$ cat src/rtl/link_arbiter_pkg.sv
// Shared types and defaults for the 4-phase byte link: arbiter state encoding
// plus the widths the master/slave FSMs and the arbiter agree on.
package link_arbiter_pkg;

   typedef enum logic [1:0] {
      IDLE = 2'd0,
      REQ  = 2'd1,
      ACKM = 2'd2,
      REL  = 2'd3
   } arb_state_e;

   localparam int LINK_N_REQ  = 4;
   localparam int LINK_DATA_W = 8;
   localparam int LINK_CNT_W  = 16;

endpackage

$ cat src/rtl/link_arbiter_if.sv
// Bundle of the upstream master links, the single downstream slave link and arbiter status.
// The arbiter drives the downstream link, so it connects through the master modport.
interface link_arbiter_if
   import link_arbiter_pkg::*;
#(
   parameter int N_REQ = LINK_N_REQ,
   parameter int DW    = LINK_DATA_W,
   parameter int CNT_W = LINK_CNT_W
);

   logic [N_REQ-1:0]          req_i;
   logic [N_REQ-1:0][DW-1:0]  data_i;
   logic [N_REQ-1:0]          ack_o;
   logic                      req_o;
   logic [DW-1:0]             data_o;
   logic                      ack_i;
   logic [N_REQ-1:0]          grant_o;
   logic                      busy;
   logic [CNT_W-1:0]          xfer_count;

   modport master (
      input  req_i, data_i, ack_i,
      output ack_o, req_o, data_o, grant_o, busy, xfer_count
   );

   modport slave (
      output req_i, data_i, ack_i,
      input  ack_o, req_o, data_o, grant_o, busy, xfer_count
   );

endinterface

$ cat src/rtl/link_arbiter_rr_pick.sv
// Combinational round-robin picker: first set request at or above ptr, wrapping.
module link_arbiter_rr_pick #(
   parameter int N_REQ = 4,
   parameter int IDX_W = 2
) (
   input  logic [N_REQ-1:0] req,
   input  logic [IDX_W-1:0] ptr,
   output logic [N_REQ-1:0] grant,
   output logic [IDX_W-1:0] idx,
   output logic             any
);

   int j;

   always_comb begin
      grant = '0;
      idx   = '0;
      any   = 1'b0;
      j     = 0;
      for (int i = 0; i < N_REQ; i++) begin
         j = int'(ptr) + i;
         if (j >= N_REQ) j = j - N_REQ;
         if (!any && req[j]) begin
            any      = 1'b1;
            idx      = IDX_W'(j);
            grant[j] = 1'b1;
         end
      end
   end

endmodule

$ cat src/rtl/link_arbiter.sv
// Round-robin arbiter sharing one 4-phase req/ack byte link among N_REQ masters.
// Only the granted master sees the slave's ack; the others wait for the full handshake.
module link_arbiter
   import link_arbiter_pkg::*;
#(
   parameter int N_REQ = LINK_N_REQ,
   parameter int DW    = LINK_DATA_W,
   parameter int CNT_W = LINK_CNT_W
) (
   input  logic           clk,
   input  logic           rst,
   link_arbiter_if.master bus
);

   localparam int IDX_W = (N_REQ > 1) ? $clog2(N_REQ) : 1;

   arb_state_e        state_q, state_d;
   logic [IDX_W-1:0]  ptr_q, ptr_d;
   logic [IDX_W-1:0]  gidx_q, gidx_d;
   logic [N_REQ-1:0]  grant_q, grant_d;
   logic [N_REQ-1:0]  ack_q, ack_d;
   logic              req_q, req_d;
   logic [DW-1:0]     data_q, data_d;
   logic [CNT_W-1:0]  cnt_q, cnt_d;
   logic              busy_q, busy_d;

   logic [N_REQ-1:0]  pick_grant;
   logic [IDX_W-1:0]  pick_idx;
   logic              pick_any;

   link_arbiter_rr_pick #(
      .N_REQ (N_REQ),
      .IDX_W (IDX_W)
   ) u_pick (
      .req   (bus.req_i),
      .ptr   (ptr_q),
      .grant (pick_grant),
      .idx   (pick_idx),
      .any   (pick_any)
   );

   always_comb begin
      state_d = state_q;
      ptr_d   = ptr_q;
      gidx_d  = gidx_q;
      grant_d = grant_q;
      ack_d   = ack_q;
      req_d   = req_q;
      data_d  = data_q;
      cnt_d   = cnt_q;
      case (state_q)
         IDLE: begin
            if (pick_any) begin
               state_d = REQ;
               grant_d = pick_grant;
               gidx_d  = pick_idx;
               data_d  = bus.data_i[pick_idx];
               req_d   = 1'b1;
            end
         end
         REQ: begin
            if (bus.ack_i) begin
               ack_d   = grant_q;
               state_d = ACKM;
            end
         end
         // A master that dropped req early falls straight through here.
         ACKM: begin
            if (!bus.req_i[gidx_q]) begin
               req_d   = 1'b0;
               state_d = REL;
            end
         end
         REL: begin
            if (!bus.ack_i) begin
               ack_d   = '0;
               grant_d = '0;
               ptr_d   = (gidx_q == IDX_W'(N_REQ - 1)) ? '0 : gidx_q + 1'b1;
               cnt_d   = cnt_q + 1'b1;
               state_d = IDLE;
            end
         end
         default: state_d = IDLE;
      endcase
      busy_d = (state_d != IDLE);
   end

   always_ff @(posedge clk) begin
      if (rst) begin
         state_q <= IDLE;
         ptr_q   <= '0;
         gidx_q  <= '0;
         grant_q <= '0;
         ack_q   <= '0;
         req_q   <= 1'b0;
         data_q  <= '0;
         cnt_q   <= '0;
         busy_q  <= 1'b0;
      end else begin
         state_q <= state_d;
         ptr_q   <= ptr_d;
         gidx_q  <= gidx_d;
         grant_q <= grant_d;
         ack_q   <= ack_d;
         req_q   <= req_d;
         data_q  <= data_d;
         cnt_q   <= cnt_d;
         busy_q  <= busy_d;
      end
   end

   assign bus.ack_o      = ack_q;
   assign bus.req_o      = req_q;
   assign bus.data_o     = data_q;
   assign bus.grant_o    = grant_q;
   assign bus.busy       = busy_q;
   assign bus.xfer_count = cnt_q;

endmodule

$ cat src/flat_wrapper.sv
// flat-port wrapper written by rule: the top's interface ports become plain ports
module link_arbiter_flat import link_arbiter_pkg::*;
#(
   parameter int N_REQ = LINK_N_REQ,
   parameter int DW    = LINK_DATA_W,
   parameter int CNT_W = LINK_CNT_W
)
  (clk, rst, bus_req_i, bus_data_i, bus_ack_i, bus_ack_o, bus_req_o, bus_data_o, bus_grant_o, bus_busy, bus_xfer_count);
  link_arbiter_if #(.N_REQ(N_REQ), .DW(DW), .CNT_W(CNT_W)) bus_i ();
  input  logic clk;
  input  logic rst;
  input wire logic [$bits(bus_i.req_i)-1:0] bus_req_i;
  input wire logic [$bits(bus_i.data_i)-1:0] bus_data_i;
  input wire logic [$bits(bus_i.ack_i)-1:0] bus_ack_i;
  output wire logic [$bits(bus_i.ack_o)-1:0] bus_ack_o;
  output wire logic [$bits(bus_i.req_o)-1:0] bus_req_o;
  output wire logic [$bits(bus_i.data_o)-1:0] bus_data_o;
  output wire logic [$bits(bus_i.grant_o)-1:0] bus_grant_o;
  output wire logic [$bits(bus_i.busy)-1:0] bus_busy;
  output wire logic [$bits(bus_i.xfer_count)-1:0] bus_xfer_count;
  assign bus_i.req_i = bus_req_i;
  assign bus_i.data_i = bus_data_i;
  assign bus_i.ack_i = bus_ack_i;
  assign bus_ack_o = bus_i.ack_o;
  assign bus_req_o = bus_i.req_o;
  assign bus_data_o = bus_i.data_o;
  assign bus_grant_o = bus_i.grant_o;
  assign bus_busy = bus_i.busy;
  assign bus_xfer_count = bus_i.xfer_count;
  link_arbiter #(.N_REQ(N_REQ), .DW(DW), .CNT_W(CNT_W)) u_core (.clk(clk), .rst(rst), .bus(bus_i));
endmodule
$ cat config.mk
export PLATFORM = sky130hd
export DESIGN_NAME = link_arbiter_flat
export DESIGN_NICKNAME = d
export VERILOG_FILES = /design/src/rtl/link_arbiter_pkg.sv /design/src/rtl/link_arbiter_if.sv /design/src/rtl/link_arbiter_rr_pick.sv /design/src/rtl/link_arbiter.sv /design/src/flat_wrapper.sv
export SDC_FILE = /design/constraint.sdc
export NUM_CORES = 1
export LEC_CHECK = 0
export ABC_AREA = 1
export CORE_MARGIN = 1
export CORE_UTILIZATION = 51
export DETAILED_ROUTE_END_ITERATION = 6
export PLACE_DENSITY = 0.85
export SYNTH_ARGS = -nofsm -noshare
export SYNTH_HDL_FRONTEND = slang
export SYNTH_SLANG_ARGS = --single-unit
$ cat constraint.sdc
create_clock -name clk -period 5.6 [get_ports clk]
set_input_delay 1.12 -clock clk [delete_from_list [all_inputs] [get_ports clk]]
set_output_delay 1.12 -clock clk [all_outputs]
set_load 0.02 [all_outputs]
==> Word level (Yosys, flattened, before mapping) <==
Index checks and enable logic that the tools add are counted.
{ "totals": {"inputBits": 39, "register_bits": 40, "word_cells": 118, "out_inout_bits": 34} }
{ "op_classes": {"n_mux": 54, "order_cmp": 14, "bitwise": 4, "n_addsub": 9, "n_reduce_logical": 20, "n_eq_ne": 8} }
{ "ops": {"columns": ["op", "n"], "rows": [
  [">= comparator 32 x 1 -> 1 bit, second input constant", 4],
  ["< comparator 32 x 4 -> 1 bit, second input constant", 4],
  ["two-way mux 32 bit", 4],
  ["two-way mux 4 bit", 7],
  ["two-way mux 1 bit", 19],
  ["two-way mux 2 bit", 9],
  ["adder 16 x 1 -> 16 bit, second input constant", 1],
  ["binary-select mux 8 bit (select 2 bit)", 1],
  ["one-hot mux 4 bit (2 select lines)", 2],
  ["OR 4 bit", 3],
  ["subtractor 3 x 3 -> 4 bit, second input constant", 3],
  ["binary-select mux 1 bit (select 2 bit)", 5],
  [">= comparator 3 bit, second input constant", 3],
  ["AND reduction 3 bit", 3],
  ["demux 1 bit (select 2 bit)", 4],
  ["two-way mux 8 bit", 1],
  ["one-hot mux 2 bit (4 select lines)", 1],
  ["nonzero test 2 bit", 4],
  ["logical AND 1 bit", 7],
  ["adder 2 x 2 -> 3 bit, second input constant", 2],
  ["equality test 2 bit, second input constant", 3],
  ["< comparator 2 x 3 -> 1 bit, second input constant", 2],
  ["inequality test 2 bit, second input constant", 3],
  ["AND reduction 2 bit", 2],
  ["other kinds (10)", 12]
]} }

==> Depth between registers and ports, before layout <==
{ "depth": {"ltp_word": 18, "ltp_mapped": 16} }

==> Cells and area by module <==
Synthesis repeated with hierarchy kept, for this count alone.
{ "unflattened": {"cells_unflattened": 366, "area_unflattened_um2": 2432.3} }
{ "by_module_without_submodules": {"columns": ["module", "area_each_um2", "n_inst", "cells_each"], "rows": [
  ["link_arbiter", 1954.4, 1, 289],
  ["link_arbiter_rr_pick", 478.0, 1, 77]
]} }

==> Worst setup path after synthesis <==
Ideal clock, no wire load.
{ "synth_path": {"kind": "in2reg", "startpoint": "in bus_req_i[2]", "endpoint": "reg u_core.data_q[6], in the netlist u_core.bus.data_o[6]", "arrival_ns": 2.236, "slack_ns": 3.255, "setup_ns": 0.109, "required_ns": 5.491, "n_path_buf": 1, "cell_stages": 14, "path_cell_list": "nand2_1 -> nand3_2 -> nand2_2 -> nor2_4 -> inv_2 -> nand2_1 -> nand2_4 -> nand2_4 -> buf_8 -> nand2_2 -> nand3_1 -> nand3_1 -> nand2_1 -> inv_1"} }
{ "synth_via": {"elab_chain_cells": 15} }
{ "synth_lines": {"columns": ["element", "line", "source"], "rows": [
  ["from (decl)", "flat_wrapper.sv:12", "input wire logic [$bits(bus_i.req_i)-1:0] bus_req_i;"],
  ["binary-select mux 1 bit (select 2 bit)", "link_arbiter_rr_pick.sv:23", "if (!any && req[j]) begin"],
  ["two-way mux 1 bit (not written as such) (2 in series)", "link_arbiter_rr_pick.sv:23", null],
  ["two-way mux 1 bit", "link_arbiter_rr_pick.sv:23", null],
  ["zero test 1 bit", "link_arbiter_rr_pick.sv:23", null],
  ["logical AND 1 bit", "link_arbiter_rr_pick.sv:23", null],
  ["two-way mux 1 bit", "link_arbiter_rr_pick.sv:23", null],
  ["zero test 1 bit", "link_arbiter_rr_pick.sv:23", null],
  ["logical AND 1 bit", "link_arbiter_rr_pick.sv:23", null],
  ["two-way mux 1 bit", "link_arbiter_rr_pick.sv:23", null],
  ["zero test 1 bit", "link_arbiter_rr_pick.sv:23", null],
  ["logical AND 1 bit", "link_arbiter_rr_pick.sv:23", null],
  ["two-way mux 2 bit", "link_arbiter_rr_pick.sv:23", null],
  ["binary-select mux 8 bit (select 2 bit)", "link_arbiter.sv:57", "data_d = bus.data_i[pick_idx];"],
  ["two-way mux 8 bit (not written as such)", "link_arbiter.sv:57", null],
  ["to (signal assigned)", "link_arbiter.sv:106", "data_q <= data_d;"],
  ["to (decl)", "link_arbiter.sv:23", "logic [DW-1:0] data_q, data_d;"]
]} }
Several ways; a longest one is shown, not always the timed one. The select of a mux whose other input is x is not followed.
A chain may end at the register's enable or synchronous reset.

==> Worst setup path in the final report <==
{ "layout_path": {"startpoint": "in bus_req_i[2]", "endpoint": "reg u_core.data_q[5], in the netlist u_core.bus.data_o[5]"} }
The elaborated chain is that of the path after synthesis.

==> out/metrics.yaml <==
final_layout:
  finish.utilization_pct: 72.7
  drive_above_1_share_pct: 7.66
  nets: 488
  mostFrequentLayoutCell: "clkdlybuf4s50_1"
  n_fill_cell: 380
  layout_common_cells: "clkdlybuf4s50_1 (72), inv_1 (69), nand3_1 (66)"
  antenna_cells_inserted: 0
  fin_area_sq_um: 3270
  area.growth.synth_to_final_pct: 32.9
power:
  total_leakage_power_nw: 1.49
  design_power_total_w: 0.000756
  cellPowerDensity_nw_per_um2: 231
  max_rail_drop_vdd_mv: 0.214
drt:
  drcViolationCount: 0
  wire_per_inst_um: 12.0
  viasPerCell: 5.22
  postRouteAntennaNets: 0
  route.vias.total: 2587
  drt_first_pass_iters: 4
  wirelength_mm: 5.94
  dr.first_iter.drc_count: 128
global_route:
  pin_count_of_the_biggest_net_entering_global_routing: 24
  grt_pass1_vias: 2367
  aggregate_global_route_resource_usage_pct: 25.1
  grt_pass1_wl_mm: 10.2
  overflow: 0
  antenna_found_initial: 0
synth:
  asyncSetResetFlopFracSynth_pct: 0
  synth_edf_count: 0
  synth_seq_area_share_pct: 32.5
  synth_top_cells_by_area: "dfxtp_1 (33%), nand3_1 (13%), inv_1 (11%), nand2_1 (8.5%), nor2_1 (5.3%)"
  ys.flop_type: "dfxtp_1"
  synth.yosys.warnings: 0
  syn_area_per_cell_sq_um: 6.58
  synth_fp_nets: 419
  postSynthCellCount: 374
  post-synth-top-area-fraction_pct: 32.5
  ys_types: 32
  syn_std_cell_area_sq_um: 2460
  synth_seq_cells: 40
  yosys.area.top_type: "dfxtp_1"
critical_path:
  worstPathBufferInverterCount: 4
  critical_path.reg2reg.endpoint: "u_core.bus.data_o[5]"
  critical_path.reg2reg.startpoint: "u_core.ptr_q[0]"
  cp_top_family: "simple AND/OR/NAND/NOR gates"
  crit_path_cell_trace: "clkdlybuf4s50_1 > inv_1 > nand2_2 > nand3_2 > nand2_4 > nor2_4 > inv_2 > nand3_2 > nand2_4 > nand2_1 > nand3_1 > nand3_1 > nand2_1 > inv_1"
  critical-path-max-stage-delay_ps: 550
  timing.critical_path.from: "bus_req_i[2]"
  timing.critical_path.required_ps: 5800
  worstPathArrival_ps: 3240
  critPathSlowestCell: "clkdlybuf4s50_1"
  crit_cells: 14
  maximum_fanout_along_the_worst_path: 17
  critical_path.endpoint_type: "register"
  worstSetupEndpoint: "u_core.bus.data_o[5]"
  reg2reg_depth: 14
  setup.worst_path.start_class: "input pin"
  path_class: "in2reg"
  setup.reg_to_reg.worst_slack_ps: 2850
place:
  place_congestion: 0.878
  dp.final_hpwl_mm: 4.49
  post_dp_cell_area_sq_um: 3190
  portBuffers: 72
floorplan:
  fp-row-count: 24
  core-area_sq_um: 4500
  die_width_um: 71.5
  initial_utilization_pct: 54.7
  io_pins: 73
  dieHeight_um: 71.5
  fp.dieArea_sq_um: 5110
sta:
  max_freq_ghz: 0.329
  fin_setup_tns_ps: 0
  unrepaired_setup_endpoints_after_global_routing: "no"
  worstMarginPinSlew_ps: 752
  skew_ps: 4.51
  layout_worst_path_cycle_share_pct: 54.3
  setup_viol_count_final: 0
  clock_period_minus_final_worst_setup_slack_ps: 3040
  max_slew_margin_pct: 49.7
  finalHoldViolCount: 0
  max_transition_viols_final: 0
clock_network:
  clock_transition_at_the_registers_of_the_reported_paths_ps: 80
  holdBufCountCts: 0
  cts-buffers-inserted: 5
  buffer_count_from_post_cts_setup_fixing: 0
  clock_latency_ps: 300
  h-tree-depth: 2
  cts_tree: "done"
  cts_num_sinks: 40
  post_cts_resized: 0
  clock_path_buffers: 2
  cts-root-buf: "clkbuf_8"
worst_hold_path:
  hold_start: "u_core.bus.ack_o[0]"
  worstHoldPathType: "reg2reg"
status:
  outcome: "completed"
job:
  max_cap_violations: 0
-- stage by stage --
| stage | setup slack (ps) | hold slack, ps | cells |
|---|---|---|---|
| 6_report | 2560 | 485 | 496 |
| 5_1_grt | 2270 | 516 | 496 |
| 4_1_cts | 2570 | 489 | 496 |
| 3_5_place_dp | 2260 | 478 | 488 |
| 3_3_place_gp | 2330 | 471 | 488 |
| 2_1_floorplan | 3260 | 489 | 374 |
-- state kept, by name (all words and copies together), names as in the netlist --
signal,count
u_core.bus.xfer_count,16
u_core.bus.data_o,8
u_core.bus.ack_o,4
u_core.bus.grant_o,4
u_core.gidx_q,2
u_core.ptr_q,2
u_core.state_q,2
u_core.bus.busy,1
u_core.bus.req_o,1
-- worst min path at each step --
stage / to / slack (ps) / depth (start not counted)
6_report: u_core.bus.ack_o[0] / 490 / 2
5_1_grt: u_core.bus.xfer_count[2] / 520 / 2
4_1_cts: u_core.bus.ack_o[0] / 490 / 2
3_5_place_dp: u_core.bus.ack_o[0] / 480 / 2
3_3_place_gp: u_core.bus.ack_o[1] / 470 / 2
2_1_floorplan: u_core.state_q[1] / 490 / 2
-- where the power goes --
part,internal [W],switching (W)
registers,0.000307,0.0000182
logic,0.000102,0.000137
clock network,0.0000868,0.000105
total,0.000496,0.000260
-- routing by layer --
layer | track usage (%) | routed length [um] | vias up
met4 | 11.5 | 132 | 0
met2 | 41.0 | 2730 | 77
met1 | 32.2 | 2800 | 1150
li1 | - | - | 1347
met3 | 4.92 | 281 | 13
met5 | 0 | 0 | -
-- tightest hold or removal path, delay by kind of cell, from the launching register on --
family / cells / cell delay, ps
flops: 1 / 320
compound gates: 1 / 60
simple gates: 1 / 70
-- layout make-up --
type	count	area, sq um	share of cell area [%]
Inverter	73	279	8.52
Multi-Input combinational cell	251	1320	40.3
Tap cell	52	65.1	1.99
Sequential cell	40	801	24.5
Clock inverter	3	18.8	0.573
Timing Repair Buffer	72	721	22.0
Clock buffer	5	68.8	2.10
-- synth_stat cells, types with 4 or more instances --
master,number
inv_1,69
nand3_1,66
nand2_1,56
dfxtp_1,40
nor2_1,35
a21oi_1,24
o21ai_0,21
nand2_2,8
ha_1,6
nand4_1,6
nor3_1,6
clkbuf_1,4
nand3_2,4
-- kinds of logic after synthesis --
group                    Yosys count  synth area share [%]
AO/OA/AOI/OAI                     53                  12.1
AND/OR/NAND/NOR                  192                  38.5
adder cells (fa/ha/maj)            6                  3.05
flip-flops                        40                  32.5
buffers and inverters             83                  13.9
Power figures use the tool's default switching activity.
